## src/rtl/accum_table_ctrl.sv

```systemverilog
// accum_table_ctrl: clear/accumulate/drain sequencer for the per-column accumulator table
// Optional: ACCUM_TABLE_CTRL_CLEAR_ON_DRAIN_EN clears the table after each drain.
module accum_table_ctrl #(
    parameter int MAX_OUT_ROWS = 128,
    parameter int MAX_OUT_COLS = 128,
    parameter int SYS_ARR_COLS = 16,
    localparam int NUM_TILES = MAX_OUT_COLS / SYS_ARR_COLS,
    localparam int AW = $clog2(MAX_OUT_ROWS * NUM_TILES),
    localparam int RW = $clog2(MAX_OUT_ROWS + 1),
    localparam int TW = (NUM_TILES > 1) ? $clog2(NUM_TILES) : 1,
    localparam int WA = SYS_ARR_COLS * AW
) (
    input  logic                    clk,
    input  logic                    rst_n,
    input  logic                    cmd_valid,
    output logic                    cmd_ready,
    input  logic [1:0]              cmd_op,
    input  logic [TW-1:0]           cmd_tile,
    input  logic [RW-1:0]           cmd_rows,
    input  logic                    acc_valid,
    input  logic                    drain_stall,
    output logic                    acc_clear,
    output logic [SYS_ARR_COLS-1:0] acc_wr_en,
    output logic [WA-1:0]           acc_wr_addr,
    output logic [SYS_ARR_COLS-1:0] acc_rd_en,
    output logic [AW-1:0]           acc_rd_addr,
    output logic                    out_valid,
    output logic                    out_last,
    output logic                    busy,
    output logic                    done
);
    typedef enum logic [2:0] {IDLE, CLEAR, ACCUM, FLUSH, DRAIN, DONE} state_t;
    state_t state;
    logic [TW-1:0] tile;
    logic [RW-1:0] rows, row;
    logic [AW-1:0] cur_addr;
    logic more, inject, rd_go;
    logic [SYS_ARR_COLS-1:0] wv_next;
    logic [WA-1:0] wa_next;
    assign cur_addr = AW'(tile) * AW'(MAX_OUT_ROWS) + AW'(row);
    assign more = row < rows;
    assign inject = state == ACCUM && acc_valid && more;
    // reads follow drain_stall combinationally so a stalled cycle issues nothing
    assign rd_go = state == DRAIN && more && !drain_stall;
    assign acc_rd_en = {SYS_ARR_COLS{rd_go}};
    assign acc_rd_addr = (state == DRAIN && more) ? cur_addr : '0;
    assign busy = state != IDLE;
    // skew pipeline: column j sees the injection j cycles after column 0
    assign wv_next = (acc_wr_en << 1) | SYS_ARR_COLS'(inject);
    assign wa_next = (acc_wr_addr << AW) | WA'(inject ? cur_addr : '0);
    always_ff @(posedge clk) begin
        if (!rst_n) begin
            state <= IDLE;
            tile <= '0;
            rows <= '0;
            row <= '0;
            cmd_ready <= 1'b0;
            acc_clear <= 1'b0;
            done <= 1'b0;
            out_valid <= 1'b0;
            out_last <= 1'b0;
            acc_wr_en <= '0;
            acc_wr_addr <= '0;
        end else begin
            acc_wr_en <= wv_next;
            acc_wr_addr <= wa_next;
            out_valid <= rd_go;
            out_last <= rd_go && row == rows - 1'b1;
            acc_clear <= 1'b0;
            done <= 1'b0;
            cmd_ready <= 1'b0;
            if (inject || rd_go) row <= row + 1'b1;
            case (state)
                IDLE: begin
                    if (cmd_valid && cmd_ready) begin
                        tile <= cmd_tile;
                        rows <= cmd_rows;
                        row <= '0;
                        if (cmd_op == 2'b00) begin
                            state <= CLEAR;
                            acc_clear <= 1'b1;
                        end else if (cmd_op == 2'b11 || cmd_rows == '0) begin
                            state <= DONE;
                            done <= 1'b1;
                        end else begin
                            state <= (cmd_op == 2'b01) ? ACCUM : DRAIN;
                        end
                    end else begin
                        cmd_ready <= 1'b1;
                    end
                end
                CLEAR: begin
                    state <= DONE;
                    done <= 1'b1;
                end
                ACCUM: if (inject && row + 1'b1 == rows) state <= FLUSH;
                FLUSH: begin
                    if (wv_next == '0) begin
                        state <= DONE;
                        done <= 1'b1;
                    end
                end
                // all reads issued; the last out_valid is on the outputs this cycle
                DRAIN: begin
                    if (!more) begin
`ifdef ACCUM_TABLE_CTRL_CLEAR_ON_DRAIN_EN
                        state <= CLEAR;
                        acc_clear <= 1'b1;
`else
                        state <= DONE;
                        done <= 1'b1;
`endif
                    end
                end
                DONE: begin
                    state <= IDLE;
                    cmd_ready <= 1'b1;
                end
                default: state <= IDLE;
            endcase
        end
    end
endmodule
```

## config.mk

```make
export PLATFORM = sky130hd
export DESIGN_NAME = accum_table_ctrl
export DESIGN_NICKNAME = d
export VERILOG_FILES = /design/src/rtl/accum_table_ctrl.sv
export SDC_FILE = /design/constraint.sdc
export NUM_CORES = 1
export LEC_CHECK = 0
export ABC_AREA = 0
export BUFFER_PORTS_ARGS = -buffer_cell sky130_fd_sc_hd__buf_2
export CORE_ASPECT_RATIO = 0.75
export CORE_MARGIN = 1
export CORE_UTILIZATION = 45
export CTS_BUF_LIST = sky130_fd_sc_hd__clkbuf_8 sky130_fd_sc_hd__clkbuf_16
export CTS_CLUSTER_SIZE = 24
export DETAILED_ROUTE_END_ITERATION = 8
export PLACE_DENSITY = 0.77
export SYNTH_ARGS = -nofsm -noshare
export SYNTH_HDL_FRONTEND = slang
export SYNTH_SLANG_ARGS = --single-unit
```

## constraint.sdc

```tcl
create_clock -name clk -period 10 [get_ports clk]
set_input_delay 2.5 -clock clk [delete_from_list [all_inputs] [get_ports clk]]
set_output_delay 2.5 -clock clk [all_outputs]
set_load 0.005 [all_outputs]
```

Yosys cells after proc, flatten, opt, wreduce, memory -nomap -nowiden
Index checks and enable logic that the tools add are counted.
{"block": "word_totals", "out_inout_bits": 208, "elab_cells": 70, "inputBits": 18, "reg_bits": 203}
{"block": "op_classes", "mux": 22, "bitwise_logic": 2, "n_reduce_logical": 18, "n_lt_le_gt_ge": 1, "n_eq_ne": 13, "n_addsub": 3}
{"operator": "$or A160 B10 Y160", "count": 1}
{"operator": "$mux W8", "count": 3}
{"operator": "$mux W3", "count": 7}
{"operator": "$mux W10", "count": 2}
{"operator": "$eq A8 B8 Y1", "count": 2}
{"operator": "$logic_not A16 Y1", "count": 1}
{"operator": "$or A16 B1 Y16", "count": 1}
{"operator": "$pmux W3 S5", "count": 1}
{"operator": "$add A10 B8 Y10", "count": 1}
{"operator": "$add A8 B1 Y8 const B", "count": 1}
{"operator": "$logic_not A8 Y1", "count": 1}
{"operator": "$lt A8 B8 Y1", "count": 1}
{"operator": "$sub A8 B1 Y8 const B", "count": 1}
{"operator": "$logic_and A1 B1 Y1", "count": 7}
{"operator": "$mux W1", "count": 7}
{"operator": "$eq A3 B2 Y1 const B", "count": 2}
{"operator": "$eq A3 B3 Y1 const B", "count": 2}
{"operator": "$ne A2 B2 Y1 const B", "count": 3}
{"operator": "$pmux W1 S4", "count": 1}
{"operator": "$reduce_and A4 Y1", "count": 1}
{"operator": "$eq A3 B1 Y1 const B", "count": 1}
{"operator": "$logic_not A3 Y1", "count": 1}
{"operator": "$reduce_and A3 Y1", "count": 1}
{"operator": "$reduce_bool A3 Y1", "count": 1}
{"operator": "other kinds (8)", "count": 9}

Logic depth before layout (Yosys ltp)
{"block": "depth", "word_depth": 7, "depth_mapped": 9, "depth_no_buf": 8}

Worst setup path after synthesis
OpenSTA, ideal clock, no wires.
{"block": "synth_timing", "path_type": "input to output", "startpoint": "input drain_stall", "endpoint": "output acc_rd_en[0]", "n_path_buf": 1, "required_time_ns": 7.500, "stages": 2, "slack_ns": 3.814, "arrival_time_ns": 3.686, "path_cell_list": "nor3_1 -> buf_4"}
{"block": "synth_via", "elab_chain_cells": 2}
{"item": "from (decl)", "line": "21", "text": "input logic drain_stall,"}
{"item": "$logic_not A1 Y1", "line": "44", "text": "assign rd_go = state == DRAIN && more && !drain_stall;"}
{"item": "$logic_and A1 B1 Y1", "line": "44"}
{"item": "to (decl)", "line": "25", "text": "output logic [SYS_ARR_COLS-1:0] acc_rd_en,"}
No other way between the ends.

Final worst setup path
{"block": "layout_timing", "startpoint": "input drain_stall", "endpoint": "output acc_rd_en[7]"}
Same word-level chain as after synthesis.

==> out/results.ini <==
[floorplanning]
floorplan.die.width_um=155
io_pins=226
fp.dieArea_um2=18000
rows=41
initial_utilization=0.464
die_h_um=116
fp.coreArea_um2=16900

[finish]
syn2layout_area_growth_pct=8.54
drive_above_1_share=0.315
fin_area_um2=8520
mostFrequentLayoutCell=sky130_fd_sc_hd__buf_2
layout_common_cells=224 x sky130_fd_sc_hd__buf_2, 203 x sky130_fd_sc_hd__dfxtp_1, 184 x sky130_fd_sc_hd__and2_1
finish.net_count=865
antenna-diode-count=0
fin_util=0.503

[critical_path]
critical_path.endpoint_type=output port
cp.required_ns=7.50
crit_path_cell_trace=buf_2 -> nor3_1 -> buf_4 -> buf_2
r2r-end=out_last
r2r_setup_slack_ns=7.40
startpoint_type=input port
path_delay_family=buffers and inverters
crit_path_top_delay_cell=sky130_fd_sc_hd__nor3_1
critical_path_source=drain_stall
worstReg2RegStart=rows[5]
setup.worst_path.class=input port to output port
timing.critical_path.arrival_ns=3.21
crit_top_cell=sky130_fd_sc_hd__buf_2
cpPeakStageDelay_ns=0.24
critical_path_peak_fanout=17
reg2reg_depth=10
worstPathBufferInverterCount=3

[sta]
fin_tns_setup_ns=0
hold_viol_final=0
rsz0062_at_grt=no
highest_clock_frequency_the_design_can_meet_mhz=175
min_period_over_period=0.571
fin_hold_ws_ns=0.439
timing.final.setup_violations=0
worst_pin_slew_ns=0.699
slew_violations=0
worst_clock_skew_ns=0.0175
period_minus_slack_ns=5.71
relSlewSlack=0.534

[global_route]
gr-total-overflow=0
grt_first_pass_wirelength_um=22900
globalRouteTotalUtil=0.161
grt_pass1_vias=4220
grt_antenna_before_repair=0
grt_start_max_net_pins=98

[routing]
vias_per_cell=4.50
detail_route.iter0.violations=225
detail-route-antenna-nets=0
dr_total_vias=4770
routed_wire_length_um=15100
drcViolationCount=0
firstDrtPassIters=5
wl_per_cell_um=14.2

[power_and_ir_drop]
vdd.ir_drop.worst_mv=0.138
static-leakage-power_nw=4.17
powerDensity_nw_per_um2=202

[cts]
post_cts_resize_count=0
cts_hold_buf=0
worst_skew_pair.late_latency_ns=0.49
post_cts_buffers=0
clock_sinks=203
tritoncts=done
clock_tree.root_cell=sky130_fd_sc_hd__clkbuf_16
numCtsBuffers=20
clkTransAtPathRegs_ns=0.06
cts_max_level=1
clock_tree.buffer_depth=3

[yosys]
synth_async_sr_flop_share=0
synth_area_leaders=sky130_fd_sc_hd__dfxtp_1 52%, sky130_fd_sc_hd__buf_4 16%, sky130_fd_sc_hd__and2_1 15%
synth.yosys.warnings=0
post_synthesis_instance_total=782
synth_top_flop_cell=sky130_fd_sc_hd__dfxtp_1
yosys.cell_types.count=53
seq_total_area_yosys=0.518
synthDominantCellAreaShare=0.518
ff_latch_count_synth=203
yosys.area.top_type=sky130_fd_sc_hd__dfxtp_1
count_of_flip_flops_with_a_built_in_enable_after_synthesis=0
avgSynthCellArea_um2=10.0
mappedNetlistNets=812
synth_area_um2=7850

[hold_path]
timing.hold.worst_path_depth=1
min_to=acc_wr_addr[37]
min_path_type=flip-flop to flip-flop
hold_path.startpoint=acc_wr_addr[27]

[outcome]
status=completed

[placed_design]
dpl.hpwl_um=10800
number_of_i_o_port_buffers=225
finalWeightedCongestion=0.895
postPlaceCellArea_um2=7910

[job]
max_cap_viol=0

worst reg2reg max path: stages (launching register included):
cell,delay (ns)
sky130_fd_sc_hd__dfxtp_1,0.51
sky130_fd_sc_hd__inv_1,0.11
sky130_fd_sc_hd__ha_1,0.32
sky130_fd_sc_hd__a21oi_1,0.15
sky130_fd_sc_hd__o21ai_0,0.11
sky130_fd_sc_hd__buf_4,0.19
sky130_fd_sc_hd__or2_2,0.32
sky130_fd_sc_hd__nor3_1,0.20
sky130_fd_sc_hd__buf_4,0.23
sky130_fd_sc_hd__and2_1,0.17
sky130_fd_sc_hd__o2111a_1,0.22
cell type report:
class	instances	area, µm²
fill	1545	8410
clock inverter	10	85.1
inverter	9	33.8
timing repair buffer	229	1160
clock buffer	22	528
tap	215	269
sequential	203	4060
multi-input combinational	372	2380
per-layer routing:
metal	track usage	wire length (µm)
met1	0.215	7080
met5	0	0
met4	0.0403	286
met2	0.256	6590
met3	0.0479	1140
through the flow:
step	std cells	power, mW	worst slack, ns
5_1_grt	1060	1.80	4.17
3_5_place_dp	1028	1.03	4.27
4_1_cts	1060	1.73	4.26
3_3_place_gp	1028	1.03	4.27
6_report	1060	1.72	4.29
2_1_floorplan	782	0.991	3.81
worst max-delay path by stage:
stage,endpoint,depth (start not counted)
finish,acc_rd_en[7],4
global route,acc_rd_en[7],4
CTS,acc_rd_en[7],4
detailed placement,acc_rd_en[7],4
global placement,acc_rd_en[7],4
floorplan,acc_rd_en[0],2
registers in the layout, indices dropped and copies added, names as in the netlist:
name         flops
cmd_ready        1
out_valid        1
state            3
row              8
acc_clear        1
done             1
out_last         1
acc_wr_en       16
rows             8
tile             3
acc_wr_addr    160
cells in the mapped netlist (2+ instances only):
cell type                  count
sky130_fd_sc_hd__a21oi_1       5
sky130_fd_sc_hd__nand3_1       4
sky130_fd_sc_hd__a211o_1       2
sky130_fd_sc_hd__or3_1         2
sky130_fd_sc_hd__nor3_1        7
sky130_fd_sc_hd__a21boi_0      3
sky130_fd_sc_hd__buf_4       167
sky130_fd_sc_hd__dfxtp_1     203
sky130_fd_sc_hd__and4_1        2
sky130_fd_sc_hd__or2_2         2
sky130_fd_sc_hd__xor2_1        4
sky130_fd_sc_hd__nor2b_1       4
sky130_fd_sc_hd__and2_1      184
sky130_fd_sc_hd__and2_2        2
sky130_fd_sc_hd__nor4_1       10
sky130_fd_sc_hd__inv_1         9
sky130_fd_sc_hd__nand2_1      37
sky130_fd_sc_hd__nand2b_1      2
sky130_fd_sc_hd__nand4_1       5
sky130_fd_sc_hd__o21ai_0       9
sky130_fd_sc_hd__o211ai_1      2
sky130_fd_sc_hd__ha_1         12
sky130_fd_sc_hd__a21boi_1      9
sky130_fd_sc_hd__xnor2_1      16
sky130_fd_sc_hd__or4_1         2
sky130_fd_sc_hd__nor2_1       18
sky130_fd_sc_hd__clkbuf_1     31
sky130_fd_sc_hd__nor4b_1       4
power by group:
| group | switching [mW] | internal (mW) |
|---|---|---|
| clock network | 0.299 | 0.405 |
| registers | 0.0206 | 0.823 |
| logic | 0.104 | 0.0671 |
| total | 0.424 | 1.30 |
cells by family (layout without fill, tap and decap cells):
kind of cell	count (synthesis)	after routing	share of synthesized area
AOI/OAI and AO/OA	46	46	0.0419
muxes	2	2	0.00271
DFF	203	203	0.518
and+or+nand+nor	291	291	0.216
buffers and inverters	207	270	0.179
xor gates and xnor gates	20	20	0.0223
adders and majority gates	13	13	0.0204
Note: power is estimated with default switching activity, not from simulation.
